$ cat src/rtl/fifo_rr_arbiter.sv
// Round-robin arbiter sharing one FIFO write port among NUM_REQ producers.
// Grants are held for at most MAX_BURST beats; data and handshakes are muxed, never stored.
module fifo_rr_arbiter #(
  parameter int NUM_REQ   = 4,
  parameter int DATA_W    = 8,
  parameter int MAX_BURST = 4
) (
  input  logic                               clk_i,
  input  logic                               arst_i,
  input  logic [NUM_REQ-1:0][DATA_W-1:0]     req_data_i,
  input  logic [NUM_REQ-1:0]                 req_valid_i,
  output logic [NUM_REQ-1:0]                 req_ready_o,
  output logic [DATA_W-1:0]                  fifo_data_o,
  output logic                               fifo_valid_o,
  input  logic                               fifo_ready_i,
  output logic [$clog2(NUM_REQ)-1:0]         grant_id_o,
  output logic                               busy_o,
  output logic [$clog2(MAX_BURST)-1:0]       burst_cnt_o
);

  localparam int IDW = $clog2(NUM_REQ);
  localparam int BW  = $clog2(MAX_BURST);

  typedef enum logic {IDLE = 1'b0, GRANT = 1'b1} state_t;

  state_t         state_q, state_d;
  logic [IDW-1:0] grant_id_q, grant_id_d;
  logic [IDW-1:0] rr_ptr_q, rr_ptr_d;
  logic [IDW-1:0] next_ptr;
  logic [BW-1:0]  burst_cnt_q, burst_cnt_d;
  logic           xfer;
  logic           release_grant;

  // Explicit compare-and-wrap so non-power-of-two NUM_REQ never yields an out-of-range index.
  function automatic logic [IDW-1:0] wrap_inc(input logic [IDW-1:0] idx);
    return (idx == IDW'(NUM_REQ - 1)) ? '0 : idx + 1'b1;
  endfunction

  function automatic logic [IDW-1:0] rr_winner(input logic [IDW-1:0]     ptr,
                                               input logic [NUM_REQ-1:0] valid);
    logic [IDW-1:0] idx;
    logic [IDW-1:0] win;
    logic           found;
    idx   = ptr;
    win   = '0;
    found = 1'b0;
    for (int i = 0; i < NUM_REQ; i++) begin
      if (!found && valid[idx]) begin
        win   = idx;
        found = 1'b1;
      end
      idx = wrap_inc(idx);
    end
    return win;
  endfunction

  always_comb begin
    state_d       = state_q;
    grant_id_d    = grant_id_q;
    rr_ptr_d      = rr_ptr_q;
    burst_cnt_d   = burst_cnt_q;
    req_ready_o   = '0;
    fifo_data_o   = '0;
    fifo_valid_o  = 1'b0;
    xfer          = 1'b0;
    release_grant = 1'b0;
    next_ptr      = wrap_inc(grant_id_q);

    case (state_q)
      IDLE: begin
        if (|req_valid_i) begin
          state_d     = GRANT;
          grant_id_d  = rr_winner(rr_ptr_q, req_valid_i);
          burst_cnt_d = '0;
        end
      end
      GRANT: begin
        fifo_data_o             = req_data_i[grant_id_q];
        fifo_valid_o            = req_valid_i[grant_id_q];
        req_ready_o[grant_id_q] = fifo_ready_i;
        xfer                    = fifo_valid_o && fifo_ready_i;
        release_grant           = (xfer && (burst_cnt_q == BW'(MAX_BURST - 1)))
                                  || !req_valid_i[grant_id_q];
        // Re-arbitrate from the rotated pointer in the release cycle to avoid an idle bubble.
        if (release_grant) begin
          rr_ptr_d    = next_ptr;
          burst_cnt_d = '0;
          if (|req_valid_i) begin
            grant_id_d = rr_winner(next_ptr, req_valid_i);
          end else begin
            state_d = IDLE;
          end
        end else if (xfer) begin
          burst_cnt_d = burst_cnt_q + 1'b1;
        end
      end
      default: state_d = IDLE;
    endcase
  end

  always_ff @(posedge clk_i or posedge arst_i) begin
    if (arst_i) begin
      state_q     <= IDLE;
      grant_id_q  <= '0;
      rr_ptr_q    <= '0;
      burst_cnt_q <= '0;
    end else begin
      state_q     <= state_d;
      grant_id_q  <= grant_id_d;
      rr_ptr_q    <= rr_ptr_d;
      burst_cnt_q <= burst_cnt_d;
    end
  end

  assign grant_id_o  = grant_id_q;
  assign busy_o      = (state_q == GRANT);
  assign burst_cnt_o = burst_cnt_q;

endmodule

$ cat config.mk
export PLATFORM = sky130hd
export DESIGN_NAME = fifo_rr_arbiter
export DESIGN_NICKNAME = d
export VERILOG_FILES = /design/src/rtl/fifo_rr_arbiter.sv
export SDC_FILE = /design/constraint.sdc
export NUM_CORES = 1
export LEC_CHECK = 0
export CORE_ASPECT_RATIO = 1.2
export CORE_UTILIZATION = 43
export CTS_CLUSTER_SIZE = 25
export DETAILED_ROUTE_END_ITERATION = 8
export PLACE_DENSITY = 0.86
export SETUP_SLACK_MARGIN = 0.4
export SYNTH_ARGS = -nofsm -noshare
export SYNTH_HDL_FRONTEND = slang
export SYNTH_SLANG_ARGS = --single-unit
$ cat constraint.sdc
create_clock -name clk_i -period 2.9 [get_ports clk_i]
set_input_delay 0.58 -clock clk_i [delete_from_list [all_inputs] [get_ports clk_i]]
set_output_delay 0.58 -clock clk_i [all_outputs]
set_load 0.05 [all_outputs]
# After elaboration in Yosys (flattened, before gate mapping)
# Cells that the tools add are included.
# totals
regBits,7
latchBits,0
ram_bits,0
mem_bits_ro,0
inputBits,39
mem_count,0
# classes
n_addsub,8
mul,0
div_mod_pow,0
order_cmp,10
eq_ne,12
n_shift,0
mux,72
bitwise_logic,2
n_reduce_logical,21
# op_table
cell,n
$mux W2,21
$mux W1,34
$lt A2 B3 Y1 const B,9
$bmux W1 S2,9
$add A2 B1 Y2 const B,8
$bmux W8 S2,1
$eq A2 B2 Y1 const B,8
$mux W8,2
$logic_and A1 B1 Y1,9
$pmux W2 S2,2
$logic_not A1 Y1,7
$and A4 B4 Y4,1
$mux W4,1
$ne A2 B1 Y1 const B,2
$reduce_and A2 Y1,2
$reduce_or A4 Y1,1
$ne A3 B1 Y1 const B,1
$reduce_and A3 Y1,1
$demux W1 S2,1
$ge A2 B1 Y1 const B,1
$ne A2 B2 Y1 const B,1
$pmux W1 S2,1
$logic_or A1 B1 Y1,1
$not A1 Y1,1

# Logic depth before layout (Yosys ltp)
# Gate-level depths: netlist (run 1).
# depth
depth_word,26
mapped_depth,10

# Least setup slack after synthesis (run 1)
# OpenSTA, ideal clock, no wires.
# synth_path
path_type,flip-flop to output port
startpoint,register grant_id_q[0] (netlist: grant_id_o[0])
endpoint,output port fifo_data_o[0]
arrival_ps,1986
path_slack_ps,334
stages_incl_launch_ff,5
cell_sequence,dfrtp_1 -> buf_2 -> buf_12 -> mux4_2 -> and2_1
# synth_between
elab_chain_cells,3
# synth_lines
item,line,source
from (decl),27,"logic [IDW-1:0] grant_id_q, grant_id_d;"
from (signal assigned),109,grant_id_q <= grant_id_d;
$bmux W8 S2,78,fifo_data_o = req_data_i[grant_id_q];
$mux W8 (not written as such),78,
$mux W8,69,case (state_q)
to (decl),13,"output logic [DATA_W-1:0] fifo_data_o,"
# No other way between the ends. The select of a mux whose other input is x is not followed.

# Worst setup path after layout (run 1)
# layout_path
startpoint,input port req_valid_i[0]
endpoint,output port fifo_valid_o
# layout_between
elab_chain_cells,3
# layout_lines
item,line,source
from (decl),11,"input logic [NUM_REQ-1:0] req_valid_i,"
$bmux W1 S2,79,fifo_valid_o = req_valid_i[grant_id_q];
$mux W1 (not written as such),79,
$mux W1,69,
to (decl),14,"output logic fifo_valid_o,"
# No other way between the ends. The select of a mux whose other input is x is not followed.

==> results of run 1 <==
## worst max-delay path: stages
cell and delay (ns):
clkdlybuf4s50_1 0.44, mux4_2 0.53, nand2_2 0.11, inv_1 0.05, buf_4 0.18
## area by class of cell
class / instances / area, sq um
fill: 236 / 962
sequential: 7 / 178
inverter: 7 / 26.3
tap: 34 / 42.5
multi-input combinational: 123 / 1010
timing repair buffer: 65 / 596
clock buffer: 4 / 26.3
## worst max path at each step
| stage | endpoint | slack (ns) | cells after the start |
|---|---|---|---|
| after detailed placement | grant_id_o[1]$_DFFE_PP0P_ | 0.39 | 7 |
| after global routing | fifo_valid_o | 0.41 | 5 |
| after floorplan | fifo_data_o[0] | 0.51 | 4 |
| after global placement | fifo_valid_o | 0.43 | 5 |
| final | fifo_valid_o | 0.43 | 5 |
| after CTS | fifo_valid_o | 0.42 | 5 |
## Yosys cell counts, types with 2 or more instances
cell and count:
mux2_1 2, nor4_1 2, mux2i_1 5, o21ai_0 6
mux2_2 2, buf_2 3, dfrtp_1 7, nand2b_1 2
a31o_1 2, nor3b_1 2, inv_1 5, a21oi_1 6
and2_1 8, clkbuf_1 5, or3b_1 2, o211ai_1 2
inv_2 2, nor2b_1 3, o22ai_1 2, o31ai_1 3
nand3b_1 3, ha_1 6, buf_6 4, nor4b_1 2
nand2_1 8, and3_1 4, mux4_2 9, nand3_1 3
a211oi_1 4, nor2_1 14, xnor2_1 2
## sequential cells by signal, summed over array words and instances (netlist names)
register and cells:
rr_ptr_q 2, burst_cnt_o 2, grant_id_o 2, busy_o 1
## report_power, final
group | switching [mW] | internal, mW
clock network | 0.0375 | 0.0526
registers | 0.0763 | 0.143
logic | 0.993 | 0.731
total | 1.11 | 0.927
## cell families (layout without fill, tap and decap cells)
logic type	Yosys count	in the layout
AO/OA/AOI/OAI	37	37
XOR/XNOR	2	2
adder cells (fa/ha/maj)	6	6
buffers and inverters	21	76
flip-flops	7	7
multiplexers	18	18
AND/OR/NAND/NOR	60	60
## metal layers
| layer | vias up | routed length (um) | GRT usage |
|---|---|---|---|
| met1 | 665 | 1470 | 0.254 |
| met5 | - | 0 | 0 |
| met4 | 0 | 14 | 0.0691 |
| met3 | 2 | 327 | 0.0316 |
| li1 | 677 | - | - |
| met2 | 61 | 1960 | 0.445 |
## stage by stage
stage / hold WS [ns] / std cells
detailed placement: 0.538 / 233
finish: 0.540 / 240
CTS: 0.550 / 239
global route: 0.578 / 240
global placement: 0.520 / 233
floorplan: 0.383 / 151
## timing repair
item,4_1_cts,5_1_grt
setup endpoints to repair,3,2
buffers inserted,2,1
gates resized for setup,0,2
pin swaps,0,0
==> out/results.txt, run 1 <==
Clock skew -> 0.00668 ns
Register bit count reported by yosys -> 7
Final min period -> 2.47 ns
Worst-path clk slew -> 0.05 ns
Layout cells sized above 1 -> 0.228
Crit path DAT -> 1.89 ns
YS warnings -> 0
Rel. slew slack -> 0.665
CP startpoint kind -> input pin
Initial Util -> 0.462
H-tree depth -> 1
Critical path origin -> req_valid_i[0]
Number of global-route vias before repair -> 1378
Routed len/inst -> 15.7 um
Ports -> 57
Vias -> 1405
Start point of the worst hold path -> burst_cnt_o[1]$_DFFE_PP0P_
Crit Path Class -> input pin to output port
Total grt overflow -> 0
PnR worst setup slack -> 0.432 ns
R2R depth -> 7
Power Dens Cells -> 1080 mW/mm^2
Number of synthesized flops with an enable pin -> 0
TNS Setup -> 0 ns
Crit. End Element -> output port
Final Cycle Share -> 0.851
Die Y -> 62.5 um
Cts bufs inserted -> 3
Die width -> 52.4 um
Mux share of post-synthesis cell area -> 0.227
RD Place Congestion -> 0.904
Buffers on Ports -> 56
Crit path required time -> 2.32 ns
Post-synth ARST share -> 1.00
Synth Area in Compound Gates -> 0.199
Final count of hold timing violations -> 0
Area Growth Syn to Fin -> 43.2%
Post-layout util -> 0.661
Fmax -> 405 MHz
XOR/XNOR Fraction of Synth Area -> 0.0134
Vias per inst -> 5.85
Initial antenna violation count -> 0
Hold depth -> 1
Synth unique cells -> 52
Top-area cell type share of the netlist area -> 0.155
Hold WC Path Type -> flip-flop to flip-flop
DRT antenna net count -> 0
Placed cell area -> 0.00182 sq mm
Clk_lat worst skew -> 0.25 ns
Leakage -> 0.762 nW
Row count -> 21
Syn_area_per_cell -> 8.68 sq um
Worst slew pin tran -> 0.501 ns
Simple-gate portion of the synthesized area -> 0.268
R2R setup slack -> 0.59 ns
Commonest non-fill, non-tap cells in the layout -> clkdlybuf4s50_1, buf_4, nor2_1, mux4_2, and2_1
Largest net degree at the start of global routing -> 20
Hold buffer count at cts -> 0
Post-synthesis sequential area ratio -> 0.134
Max-Cap Viols -> 0
Die area -> 0.00327 sq mm
Top FF cell, synth -> dfrtp_1
Detailed placement HPWL -> 2910 um
Synth Instances -> 151
Syn nets -> 196
Core area -> 0.00284 sq mm
Root Driver -> clkbuf_4
Crit Reg-Reg Endpoint -> grant_id_o[0]$_DFFE_PP0P_
Pre-CTS WS -> 0.394 ns
Hold Path End -> burst_cnt_o[1]$_DFFE_PP0P_
Status -> complete, no violations
Most common cell after layout, fill and taps aside -> clkdlybuf4s50_1
Residual DRC -> 0
Reg-to-reg startpoint -> rr_ptr_q[1]$_DFFE_PP0P_
Nets -> 252
DR iter-0 viols -> 30
Mapped Area -> 0.00131 sq mm
Total Routing Usage GR -> 0.234
Final instance area -> 0.00188 sq mm
First-pass GRT wire length -> 6130 um
Wirelength, routed -> 3780 um
Setup Viol. Count Final -> 0
Main combinational cell family by area after synthesis -> simple AND/OR/NAND/NOR gates
Pre-Repair DR Iteration Count -> 4
Unrepaired setup endpoints after global routing -> false
Area leader, netlist -> mux4_2
CTS Buffer Depth -> 2
Worst Path Max Fanout -> 3
CTS tree -> done
Fraction of the mapped netlist area in adder cells -> 0.0573
CTS sink cnt -> 7
Synth top area cells -> mux4_2, dfrtp_1, ha_1
ANT cells -> 0
Max Slew Vio Count -> 0
VDD IR max -> 0.000780 V
Tot Pwr -> 2.03 mW
Note: power is estimated with default switching activity, not from simulation.
==> run 2: changes to the inputs <==
==> constraint.sdc (replaced) <==
create_clock -name clk_i -period 2.9 [get_ports clk_i]
set_input_delay 0.29 -clock clk_i [delete_from_list [all_inputs] [get_ports clk_i]]
set_output_delay 0.29 -clock clk_i [all_outputs]
set_load 0.05 [all_outputs]
==> run 2 against run 1 <==
Compared with the run above:
- global-route usage decreased by 1.7 points
- non-clock buffer count decreased by 7
- largest power group unchanged
- largest cell class unchanged
- core utilization shrank 0.88 points
==> out/results.txt, run 2 (synthesized netlist as in run 1, its figures left out) <==
CTS tree -> done
Die area -> 0.00327 sq mm
Root Driver -> clkbuf_4
Max incr delay on CP -> 0.53 ns
Power Dens Cells -> 1050 mW/mm^2
First-pass GRT wire length -> 5730 um
Crit path DAT -> 2.51 ns
Initial Util -> 0.462
Wirelength, routed -> 3530 um
DR iter-0 viols -> 47
Worst Path Max Fanout -> 15
Largest net degree at the start of global routing -> 24
Slowest CP cell -> ha_1
Leakage -> 0.766 nW
ANT cells -> 0
Unrepaired setup endpoints after global routing -> true
Ports -> 57
Worst slew pin tran -> 0.553 ns
Max Slew Vio Count -> 0
Final Cycle Share -> 0.823
Residual DRC -> 0
DRT antenna net count -> 0
Number of global-route vias before repair -> 1345
VDD IR max -> 0.000792 V
TNS Setup -> 0 ns
Die width -> 52.4 um
CTS Buffer Depth -> 2
Commonest non-fill, non-tap cells in the layout -> clkdlybuf4s50_1, nor2_1, mux4_2, dlygate4sd2_1
Nets -> 245
Rel. slew slack -> 0.630
H-tree depth -> 1
Initial antenna violation count -> 0
Most common cell after layout, fill and taps aside -> clkdlybuf4s50_1
Worst-path clk slew -> 0.05 ns
Crit Path Class -> flip-flop to flip-flop
Crit. End Element -> flip-flop
CTS sink cnt -> 7
Core area -> 0.00284 sq mm
Area Growth Syn to Fin -> 41.3%
Final min period -> 2.39 ns
Routed len/inst -> 15.1 um
Filler instances -> 243
Pre-CTS WS -> 0.467 ns
Status -> complete, no violations
CP startpoint kind -> flip-flop
Cts bufs inserted -> 3
Cell family with most CP delay -> compound AO/OA/AOI/OAI gates
Setup Viol. Count Final -> 0
Total Routing Usage GR -> 0.218
Worst path cell trace -> ha_1, nor4b_1, a211o_1, a22oi_2, o21ai_1, a222oi_1, o211ai_1
RD Place Congestion -> 0.853
Pre-Repair DR Iteration Count -> 5
Layout cells sized above 1 -> 0.136
CP Buf/Inv Count -> 0
Fmax -> 419 MHz
Buffers on Ports -> 56
Crit path required time -> 3.03 ns
Vias -> 1413
Hold buffer count at cts -> 0
Vias per inst -> 6.06
Die Y -> 62.5 um
Final count of hold timing violations -> 0
Row count -> 21
Max-Cap Viols -> 0
PnR worst setup slack -> 0.513 ns
Total grt overflow -> 0
Clock skew -> 0.00369 ns
Detailed placement HPWL -> 2720 um
Hold WC Path Type -> input pin to async pin
Clk_lat worst skew -> 0.25 ns
-- run 2: where the power goes --
part / internal [mW] / leakage (nW) / switching [mW]
clock network: 0.0524 / 0.0150 / 0.0351
registers: 0.146 / 0.0813 / 0.130
logic: 0.670 / 0.669 / 0.919
total: 0.869 / 0.766 / 1.08
-- run 2: final timing paths --
check | start | end | slack [ns] | depth (start not counted)
max reg2reg | rr_ptr_q[1]$_DFFE_PP0P_ | grant_id_o[0]$_DFFE_PP0P_ | 0.51 | 7
max in group asynchronous | arst_i | grant_id_o[0]$_DFFE_PP0P_ | 2.41 | 2
min in group clk_i | burst_cnt_o[1]$_DFFE_PP0P_ | burst_cnt_o[1]$_DFFE_PP0P_ | 0.55 | 1
max | rr_ptr_q[1]$_DFFE_PP0P_ | grant_id_o[0]$_DFFE_PP0P_ | 0.51 | 7
min reg2reg | burst_cnt_o[1]$_DFFE_PP0P_ | burst_cnt_o[1]$_DFFE_PP0P_ | 0.55 | 1
min | arst_i | grant_id_o[0]$_DFFE_PP0P_ | 0.26 | 2
-- run 2: stage by stage --
step | instances | util | hold WS, ns | area (sq um) | power [mW]
after floorplan | 151 | - | 0.0933 | 1310 | 1.56
after global placement | 229 | 0.642 | 0.521 | 1820 | 1.86
after detailed placement | 229 | 0.642 | 0.530 | 1820 | 1.90
after CTS | 233 | 0.648 | 0.268 | 1840 | 1.95
after global routing | 233 | 0.652 | 0.290 | 1850 | 2.09
final | 233 | 0.652 | 0.263 | 1850 | 1.95
-- run 2: per-layer routing --
| layer | GRT usage | routed length [um] |
|---|---|---|
| met5 | 0 | 0 |
| met4 | 0.0691 | 36 |
| met3 | 0.0487 | 377 |
| met2 | 0.392 | 1790 |
| met1 | 0.242 | 1330 |
-- run 2: cell type report --
| class | instances | area [sq um] | share of cell area |
|---|---|---|---|
| Sequential cell | 7 | 180 | 0.0974 |
| Inverter | 7 | 26.3 | 0.0142 |
| Timing Repair Buffer | 58 | 567 | 0.306 |
| Clock buffer | 4 | 26.3 | 0.0142 |
| Multi-Input combinational cell | 123 | 1010 | 0.545 |
| Tap cell | 34 | 42.5 | 0.0230 |
-- run 2: what timing repair did --
| action | 4_1_cts | 5_1_grt |
|---|---|---|
| setup endpoints to repair | 11 | 3 |
| gates resized for setup | 10 | 3 |
| buffers inserted | 0 | 0 |
